File: src/rtl/usb_frame_tx.sv
// ---------------------------------------------------------------------------
// usb_frame_tx
//
// Sends one radar frame from the ADC sample FIFO to the FT2232H
// synchronous-FIFO write port. A frame is START_FLAG, then FRAME_LEN payload
// bytes, then STOP_FLAG. The capture side asks for a frame with a four-phase
// req/done handshake. If the sample FIFO stays starved for TIMEOUT
// consecutive cycles, the frame is cut short and closed with STOP_FLAG.
// The whole block runs in the 60 MHz FT2232H clock domain.
//
// Ports
//   clk           FT2232H clkout
//   rst_n         asynchronous active-low reset
//   frame_req_i   capture side has a full frame buffered (level)
//   frame_done_o  frame sent; held high until frame_req_i falls
//   busy_o        a frame is being sequenced
//   err_o         the last frame was aborted by the starvation timeout
//   byte_cnt_o    payload bytes accepted by the FT2232H in this frame
//   fifo_empty_i  sample FIFO empty
//   fifo_ren_o    sample FIFO read enable (data valid on the next cycle)
//   fifo_rdata_i  sample FIFO read data
//   ft_txe_n_i    low while the FT2232H can accept a byte
//   ft_wr_n_o     registered write strobe, low while a byte is presented
//   ft_data_o     registered write data
// ---------------------------------------------------------------------------
module usb_frame_tx #(
  parameter int                    DATA_WIDTH = 8,
  parameter int                    FRAME_LEN  = 40960,
  parameter logic [DATA_WIDTH-1:0] START_FLAG = 8'h5A,
  parameter logic [DATA_WIDTH-1:0] STOP_FLAG  = 8'hA5,
  parameter int                    TIMEOUT    = 4096
) (
  input  logic                           clk,
  input  logic                           rst_n,
  input  logic                           frame_req_i,
  output logic                           frame_done_o,
  output logic                           busy_o,
  output logic                           err_o,
  output logic [$clog2(FRAME_LEN+1)-1:0] byte_cnt_o,
  input  logic                           fifo_empty_i,
  output logic                           fifo_ren_o,
  input  logic [DATA_WIDTH-1:0]          fifo_rdata_i,
  input  logic                           ft_txe_n_i,
  output logic                           ft_wr_n_o,
  output logic [DATA_WIDTH-1:0]          ft_data_o
);

  localparam int CW = $clog2(FRAME_LEN + 1);
  localparam int SW = (TIMEOUT > 1) ? $clog2(TIMEOUT + 1) : 1;

  localparam logic [CW-1:0] LEN_C     = CW'(FRAME_LEN);
  localparam logic [CW-1:0] LAST_C    = CW'(FRAME_LEN - 1);
  localparam logic [SW-1:0] TO_LAST_C = (TIMEOUT > 0) ? SW'(TIMEOUT - 1) : '0;

  typedef enum logic [2:0] {
    IDLE,
    START,
    DATA,
    STOP,
    DONE
  } state_e;

  state_e                state_q;
  logic                  ftWrN_q;
  logic [DATA_WIDTH-1:0] ftData_q;
  logic                  skidValid_q;
  logic [DATA_WIDTH-1:0] skidData_q;
  logic                  rdPend_q;
  logic [CW-1:0]         reqCnt_q;
  logic [CW-1:0]         byteCnt_q;
  logic [SW-1:0]         starve_q;
  logic                  err_q;
  logic                  done_q;
  logic                  busy_q;

  logic                  accept;
  logic                  outFree;
  logic                  starved;
  logic                  abort;
  logic [1:0]            occ;
  logic                  ren;

  // Handshake and buffer bookkeeping. occ counts output register, skid
  // register and the read in flight, minus a byte leaving on this edge. The
  // read is issued only if the returning byte is guaranteed a slot. While
  // the START flag is accepted, the first read goes out on the same cycle.
  always_comb begin
    accept  = ~ftWrN_q & ~ft_txe_n_i;
    outFree = ftWrN_q | accept;
    starved = (state_q == DATA) && fifo_empty_i && ftWrN_q &&
              !skidValid_q && !rdPend_q;
    abort   = (TIMEOUT > 0) && starved && (starve_q == TO_LAST_C);
    occ     = {1'b0, ~ftWrN_q} + {1'b0, skidValid_q} + {1'b0, rdPend_q} -
              {1'b0, accept};
    ren     = ((state_q == DATA) || ((state_q == START) && accept)) &&
              !abort && !fifo_empty_i && (reqCnt_q < LEN_C) && (occ < 2'd2);
  end

  // Frame sequencer and payload datapath. The output register reloads on
  // the edge where its byte is accepted. The skid register is always older
  // than a byte arriving from the FIFO, so it drains into the output first.
  always_ff @(posedge clk or negedge rst_n) begin
    if (!rst_n) begin
      state_q     <= IDLE;
      ftWrN_q     <= 1'b1;
      ftData_q    <= '0;
      skidValid_q <= 1'b0;
      skidData_q  <= '0;
      rdPend_q    <= 1'b0;
      reqCnt_q    <= '0;
      byteCnt_q   <= '0;
      starve_q    <= '0;
      err_q       <= 1'b0;
      done_q      <= 1'b0;
      busy_q      <= 1'b0;
    end else begin
      case (state_q)
        IDLE: begin
          if (frame_req_i && !done_q) begin
            state_q     <= START;
            ftWrN_q     <= 1'b0;
            ftData_q    <= START_FLAG;
            skidValid_q <= 1'b0;
            rdPend_q    <= 1'b0;
            reqCnt_q    <= '0;
            byteCnt_q   <= '0;
            starve_q    <= '0;
            err_q       <= 1'b0;
            busy_q      <= 1'b1;
          end
        end

        START: begin
          rdPend_q <= ren;
          if (ren) reqCnt_q <= reqCnt_q + CW'(1);
          if (accept) begin
            state_q <= DATA;
            ftWrN_q <= 1'b1;
          end
        end

        DATA: begin
          rdPend_q <= ren;
          if (ren) reqCnt_q <= reqCnt_q + CW'(1);
          if (accept) byteCnt_q <= byteCnt_q + CW'(1);

          if (ren || !starved) starve_q <= '0;
          else if (TIMEOUT > 0) starve_q <= starve_q + SW'(1);

          // The buffers are empty at both exits to STOP, so STOP_FLAG can
          // go straight into the output register.
          if (abort) begin
            err_q    <= 1'b1;
            state_q  <= STOP;
            ftWrN_q  <= 1'b0;
            ftData_q <= STOP_FLAG;
          end else if (accept && (byteCnt_q == LAST_C)) begin
            state_q  <= STOP;
            ftWrN_q  <= 1'b0;
            ftData_q <= STOP_FLAG;
          end else if (outFree) begin
            if (skidValid_q) begin
              ftWrN_q     <= 1'b0;
              ftData_q    <= skidData_q;
              skidValid_q <= rdPend_q;
              if (rdPend_q) skidData_q <= fifo_rdata_i;
            end else if (rdPend_q) begin
              ftWrN_q  <= 1'b0;
              ftData_q <= fifo_rdata_i;
            end else begin
              ftWrN_q <= 1'b1;
            end
          end else if (rdPend_q) begin
            skidValid_q <= 1'b1;
            skidData_q  <= fifo_rdata_i;
          end
        end

        STOP: begin
          if (accept) begin
            state_q <= DONE;
            ftWrN_q <= 1'b1;
            done_q  <= 1'b1;
            busy_q  <= 1'b0;
          end
        end

        DONE: begin
          if (!frame_req_i) begin
            state_q <= IDLE;
            done_q  <= 1'b0;
          end
        end

        default: begin
          state_q <= IDLE;
          ftWrN_q <= 1'b1;
          busy_q  <= 1'b0;
          done_q  <= 1'b0;
        end
      endcase
    end
  end

  assign fifo_ren_o   = ren;
  assign ft_wr_n_o    = ftWrN_q;
  assign ft_data_o    = ftData_q;
  assign frame_done_o = done_q;
  assign busy_o       = busy_q;
  assign err_o        = err_q;
  assign byte_cnt_o   = byteCnt_q;

endmodule

File: config.mk
export PLATFORM = sky130hd
export DESIGN_NAME = usb_frame_tx
export DESIGN_NICKNAME = d
export VERILOG_FILES = /design/src/rtl/usb_frame_tx.sv
export SDC_FILE = /design/constraint.sdc
export NUM_CORES = 1
export LEC_CHECK = 0
export ABC_CLOCK_PERIOD_IN_PS = 3700
export CORE_MARGIN = 2
export CORE_UTILIZATION = 50
export CTS_CLUSTER_DIAMETER = 100
export DETAILED_ROUTE_END_ITERATION = 12
export PLACE_DENSITY = 0.69
export SLEW_MARGIN = 20
export SYNTH_ARGS = -nofsm -noshare
export SYNTH_HDL_FRONTEND = slang
export SYNTH_SLANG_ARGS = --single-unit
File: constraint.sdc
create_clock -name clk -period 3.7 [get_ports clk]
set_clock_uncertainty 0.05 [all_clocks]
set_input_delay 0.555 -clock clk [delete_from_list [all_inputs] [get_ports clk]]
set_output_delay 0.555 -clock clk [all_outputs]
set_load 0.05 [all_outputs]
Word-level counts from Yosys, hierarchy flattened
Cells that the tools add are included.
{"block": "totals", "mem_count": 0, "wordCells": 136, "output_inout_bits": 29, "in_bits": 13, "mem_bits_ro": 0, "reg_bits": 70, "ram_bits": 0, "latch_bits": 0}
{"block": "op_classes", "n_reduce_logical": 39, "n_lt_le_gt_ge": 2, "mux": 47, "n_div": 0, "bitwise": 9, "shift": 0, "n_mul": 0, "eq_ne": 21, "addsub": 6}
{"cell": "$mux 8", "count": 9}
{"cell": "$pmux 16 s2", "count": 2}
{"cell": "$mux 16", "count": 3}
{"cell": "$add 16x1->16 const B", "count": 2}
{"cell": "$mux 13", "count": 2}
{"cell": "$pmux 13 s2", "count": 1}
{"cell": "$mux 3", "count": 6}
{"cell": "$ne 2x2->1 const B", "count": 9}
{"cell": "$eq 16x16->1 const B", "count": 1}
{"cell": "$lt 16x16->1 const B", "count": 1}
{"cell": "$mux 1", "count": 16}
{"cell": "$pmux 8 s2", "count": 1}
{"cell": "$pmux 3 s5", "count": 1}
{"cell": "$reduce_and 3->1", "count": 5}
{"cell": "$add 13x1->13 const B", "count": 1}
{"cell": "$eq 13x12->1 const B", "count": 1}
{"cell": "$logic_and 1x1->1", "count": 12}
{"cell": "$reduce_and 4->1", "count": 3}
{"cell": "$reduce_and 5->1", "count": 2}
{"cell": "$not 1->1", "count": 7}
{"cell": "$eq 3x2->1 const B", "count": 2}
{"cell": "$logic_not 1->1", "count": 6}
{"cell": "$pmux 1 s2", "count": 3}
{"cell": "$pmux 1 s3", "count": 2}
{"cell": "other kinds (20)", "count": 26}

Depth between registers and ports, before layout
{"block": "logic_depth", "ltp_word": 14, "ltp_mapped": 12, "ltp_nobuf": 10}

Worst setup path before layout
OpenSTA, ideal clock, no wires.
{"block": "synth_timing", "path_kind": "register to output", "startpoint": "register ftWrN_q, in the netlist ft_wr_n_o", "endpoint": "output fifo_ren_o", "path_slack_ns": -0.074, "required_ns": 3.095, "stages_incl_launch_ff": 12, "arrival_ns": 3.169, "path_cell_list": "dfstp_2 or2_2 clkbuf_1 inv_1 ha_1 inv_1 ha_1 a21oi_1 xor2_1 nand3_4 clkbuf_1 inv_1"}
{"block": "synth_via", "elab_chain_cells": 9, "elab_cells_between_ends": 17, "classes_between": "3 x add/sub; 1 x order compare; 2 x bitwise; 11 x reduce/logical"}
{"item": "from (decl)", "line": "64", "source": "logic ftWrN_q;"}
{"item": "from (signal assigned)", "line": "105", "source": "ftWrN_q <= 1'b1;"}
{"item": "from (signal assigned)", "line": "121", "source": "ftWrN_q <= 1'b0;"}
{"item": "from (signal assigned)", "line": "138", "source": "ftWrN_q <= 1'b1;"}
{"item": "parallel branches: the longest is 8 deep, another holds $add 1x1->2"}
{"item": "$logic_and 1x1->1 (*)", "line": "96", "source": "!abort && !fifo_empty_i && (reqCnt_q < LEN_C) && (occ < 2'd2);"}
{"item": "to (decl)", "line": "41", "source": "output logic fifo_ren_o,"}
Mark *: on every way between the ends.

Final worst setup path
{"block": "layout_timing", "startpoint": "input ft_txe_n_i", "endpoint": "output fifo_ren_o"}
{"block": "layout_via", "elab_chain_cells": 8, "elab_cells_between_ends": 10, "classes_between": "1 x add/sub; 1 x order compare; 2 x bitwise; 6 x reduce/logical"}
{"item": "from (decl)", "line": "43", "source": "input logic ft_txe_n_i,"}
{"item": "$not 1->1 (*)", "line": "88", "source": "accept = ~ftWrN_q & ~ft_txe_n_i;"}
{"item": "$and 1x1->1 (*)", "line": "88"}
{"item": "parallel branches: the longest is 5 deep, another holds $sub 2x1->2"}
{"item": "$logic_and 1x1->1 (*)", "line": "96"}
Marked as above.

==> impl_metrics.ini <==
[final_layout]
multiInputGateArea_um2 = 1840
ff_latch_area_um2 = 1750
layout_common_cells = 69 x dfrtp_1, 40 x nor2_1, 39 x clkdlybuf4s50_1
drive_gt1_frac = 0.0998
diodes = 0
final_area_um2 = 4440
post_layout_nonfiller_instances = 540
fillerInstances = 624
utilization = 0.616
areaGrowthSynthToFinish_pct = 19.4
fin_nets = 456
final_common_cell = dfrtp_1

[timing]
min_period_over_period = 0.940
hold_viol_final = 0
fin_ws_ns = 0.222
setup_violations = 0
min_period_ns = 3.48
tns_ns = 0
rsz0062_at_grt = no
worst_pin_slew_ns = 0.709
finalMaxSlewViolations = 0
slew-limit-headroom = 0.527
fmax_ghz = 0.288
timing.hold.ws_ns = 0.156

[drt]
wl_per_cell_um = 15.4
drt-total-wl_mm = 8.34
dr.pass1.iters = 6
avgViaCountPerCell = 5.74
ant_nets = 0
drt_iter0_markers = 175
drcViolationCount = 0
vias = 3097

[yosys]
syn_avg_cell_area_um2 = 9.44
ys_types = 51
ys_seq_area_frac = 0.471
syn-num-nets = 412
ys_seq_elements = 70
synth_edf_count = 0
syn_area_um2 = 3720
synth_ff_type = dfrtp_1
synthArstFlopShare = 1.00
synth_cells = 394
ys_warn_count = 0

[worst_setup_path]
arrival_ns = 2.87
critical_path_class = in -> out
cp_common_cell = inv_1
start_kind = primary input
worstPathRequired_ns = 3.09
worstSetupEndpointType = output pin
path_cells = clkdlybuf4s50_1 > or2_2 > inv_1 > ha_1 > inv_1 > ha_1 > a21oi_2 > xor2_2 > nand3_4 > inv_1 > buf_12
critical-path-slowest-cell = clkdlybuf4s50_1
max_stage_delay_ns = 0.43
rr_worst_depth = 12
crit_fanout = 15

[status]
status = finished, final reports clean

[floorplanning]
initial_utilization = 0.516
rows = 31
fp.dieW_um = 90.3
die_area_um2 = 8150
fp.dieH_um = 90.3
ioPinCount = 42
fp.coreArea_um2 = 7210

[pwr]
p_leak_nw = 1.89
vdd_drop_max_v = 0.000583
p_per_area_nw_per_um2 = 667
p_total_mw = 2.96

[place]
dp_worst_setup_slack_ns = 0.156
hpwlAfterDp_mm = 5.71
placedCellCount = 525
place_congestion = 0.833
placed_cell_area_um2 = 4250
numPortBuffers = 41

[cts]
cts_hold_buf = 0
path_clk_slew_ns = 0.08
cts_sinks = 70
h-tree-depth = 3
tritoncts = yes
cts_buffer_depth = 2
numCtsBuffers = 9
clk-insertion-delay-late_ns = 0.34
root_buffer = clkbuf_8

[grt]
antenna_found_initial = 0
grt_usage = 0.224
grt_pass1_vias = 3110
grt_max_degree = 49
grt_pass1_wl_mm = 15.0
overflow = 0

[min_path]
worstHoldPathType = in -> async

[run]
cap_violations = 0
==> power by group <==
part / leakage (nW) / switching (mW) / internal (mW)
Sequential: 0.926 / 0.183 / 0.927
Combinational: 0.868 / 0.811 / 0.475
Clock: 0.0914 / 0.277 / 0.291
Total: 1.89 / 1.27 / 1.69
==> critical path: cells and delay by family <==
kind | cells | cell delay, ns
adder cells (fa/ha/maj) | 2 | 0.47
AND/OR/NAND/NOR | 2 | 0.50
AO/OA/AOI/OAI | 1 | 0.19
buffers and inverters | 5 | 0.92
XOR/XNOR | 1 | 0.23
==> sequential cells by signal, summed over array words and instances (netlist names) <==
name	cells
err_o	1
ft_data_o	8
reqCnt_q	16
byte_cnt_o	16
state_q	3
busy_o	1
starve_q	13
skidData_q	8
rdPend_q	1
frame_done_o	1
skidValid_q	1
ft_wr_n_o	1
==> repair_timing <==
item / in CTS / in global routing
resized for setup: 0 / 1
buffers inserted: 0 / 1
setup endpoints to repair: 0 / 1
==> final timing paths <==
check	slack, ns	endpoint	startpoint
worst max-delay path	0.22	fifo_ren_o	ft_txe_n_i
worst min-delay path	0.16	starve_q[7]	rst_n
worst max register to register	0.72	reqCnt_q[9]	ft_wr_n_o
worst min register to register	0.44	reqCnt_q[15]	reqCnt_q[15]
max in group asynchronous	2.80	byte_cnt_o[4]	rst_n
min in group clk	0.44	reqCnt_q[15]	reqCnt_q[15]
==> layer usage <==
layer | part of all wire | track usage | up-vias
met3 | 0.039 | 0.0367 | 10
met1 | 0.47 | 0.304 | 1493
met2 | 0.48 | 0.369 | 82
met5 | 0 | 0 | -
met4 | 0.014 | 0.0705 | 0
li1 | - | - | 1512
==> area by class of cell <==
type                    instances  share of cell area
clock inverters                 1             0.00113
inverters                      18              0.0152
flip-flops and latches         70               0.395
well taps                      99              0.0279
multi-input cells             289               0.414
repair buffers                 50               0.109
clock buffers                  13              0.0380
==> cell families after synthesis <==
group	count (synthesis)	share of synthesized area
XOR/XNOR	20	0.0471
multiplexers	13	0.0377
AND/OR/NAND/NOR	155	0.221
buffers and inverters	35	0.0394
adder cells (fa/ha/maj)	5	0.0168
flip-flops	70	0.471
AO/OA/AOI/OAI	96	0.167
==> synthesized netlist by cell type (4+ instances only) <==
cell,number,area share
nor3_1,8,0.011
o21ai_0,30,0.040
or4_1,6,0.012
o31ai_1,11,0.022
a21oi_1,16,0.022
nand4_1,13,0.022
nor2b_1,6,0.010
a211o_1,4,0.0094
clkbuf_1,13,0.013
xnor2_1,6,0.014
nor2_1,40,0.040
and3_1,4,0.0067
a211oi_1,9,0.018
ha_1,5,0.017
nand3_1,25,0.034
inv_1,18,0.018
dfrtp_1,69,0.46
mux2_2,8,0.024
o21a_1,4,0.0081
mux2i_1,5,0.013
a31oi_1,6,0.010
xor2_1,14,0.033
nand2_1,28,0.028
Note: power is estimated with default switching activity, not from simulation.
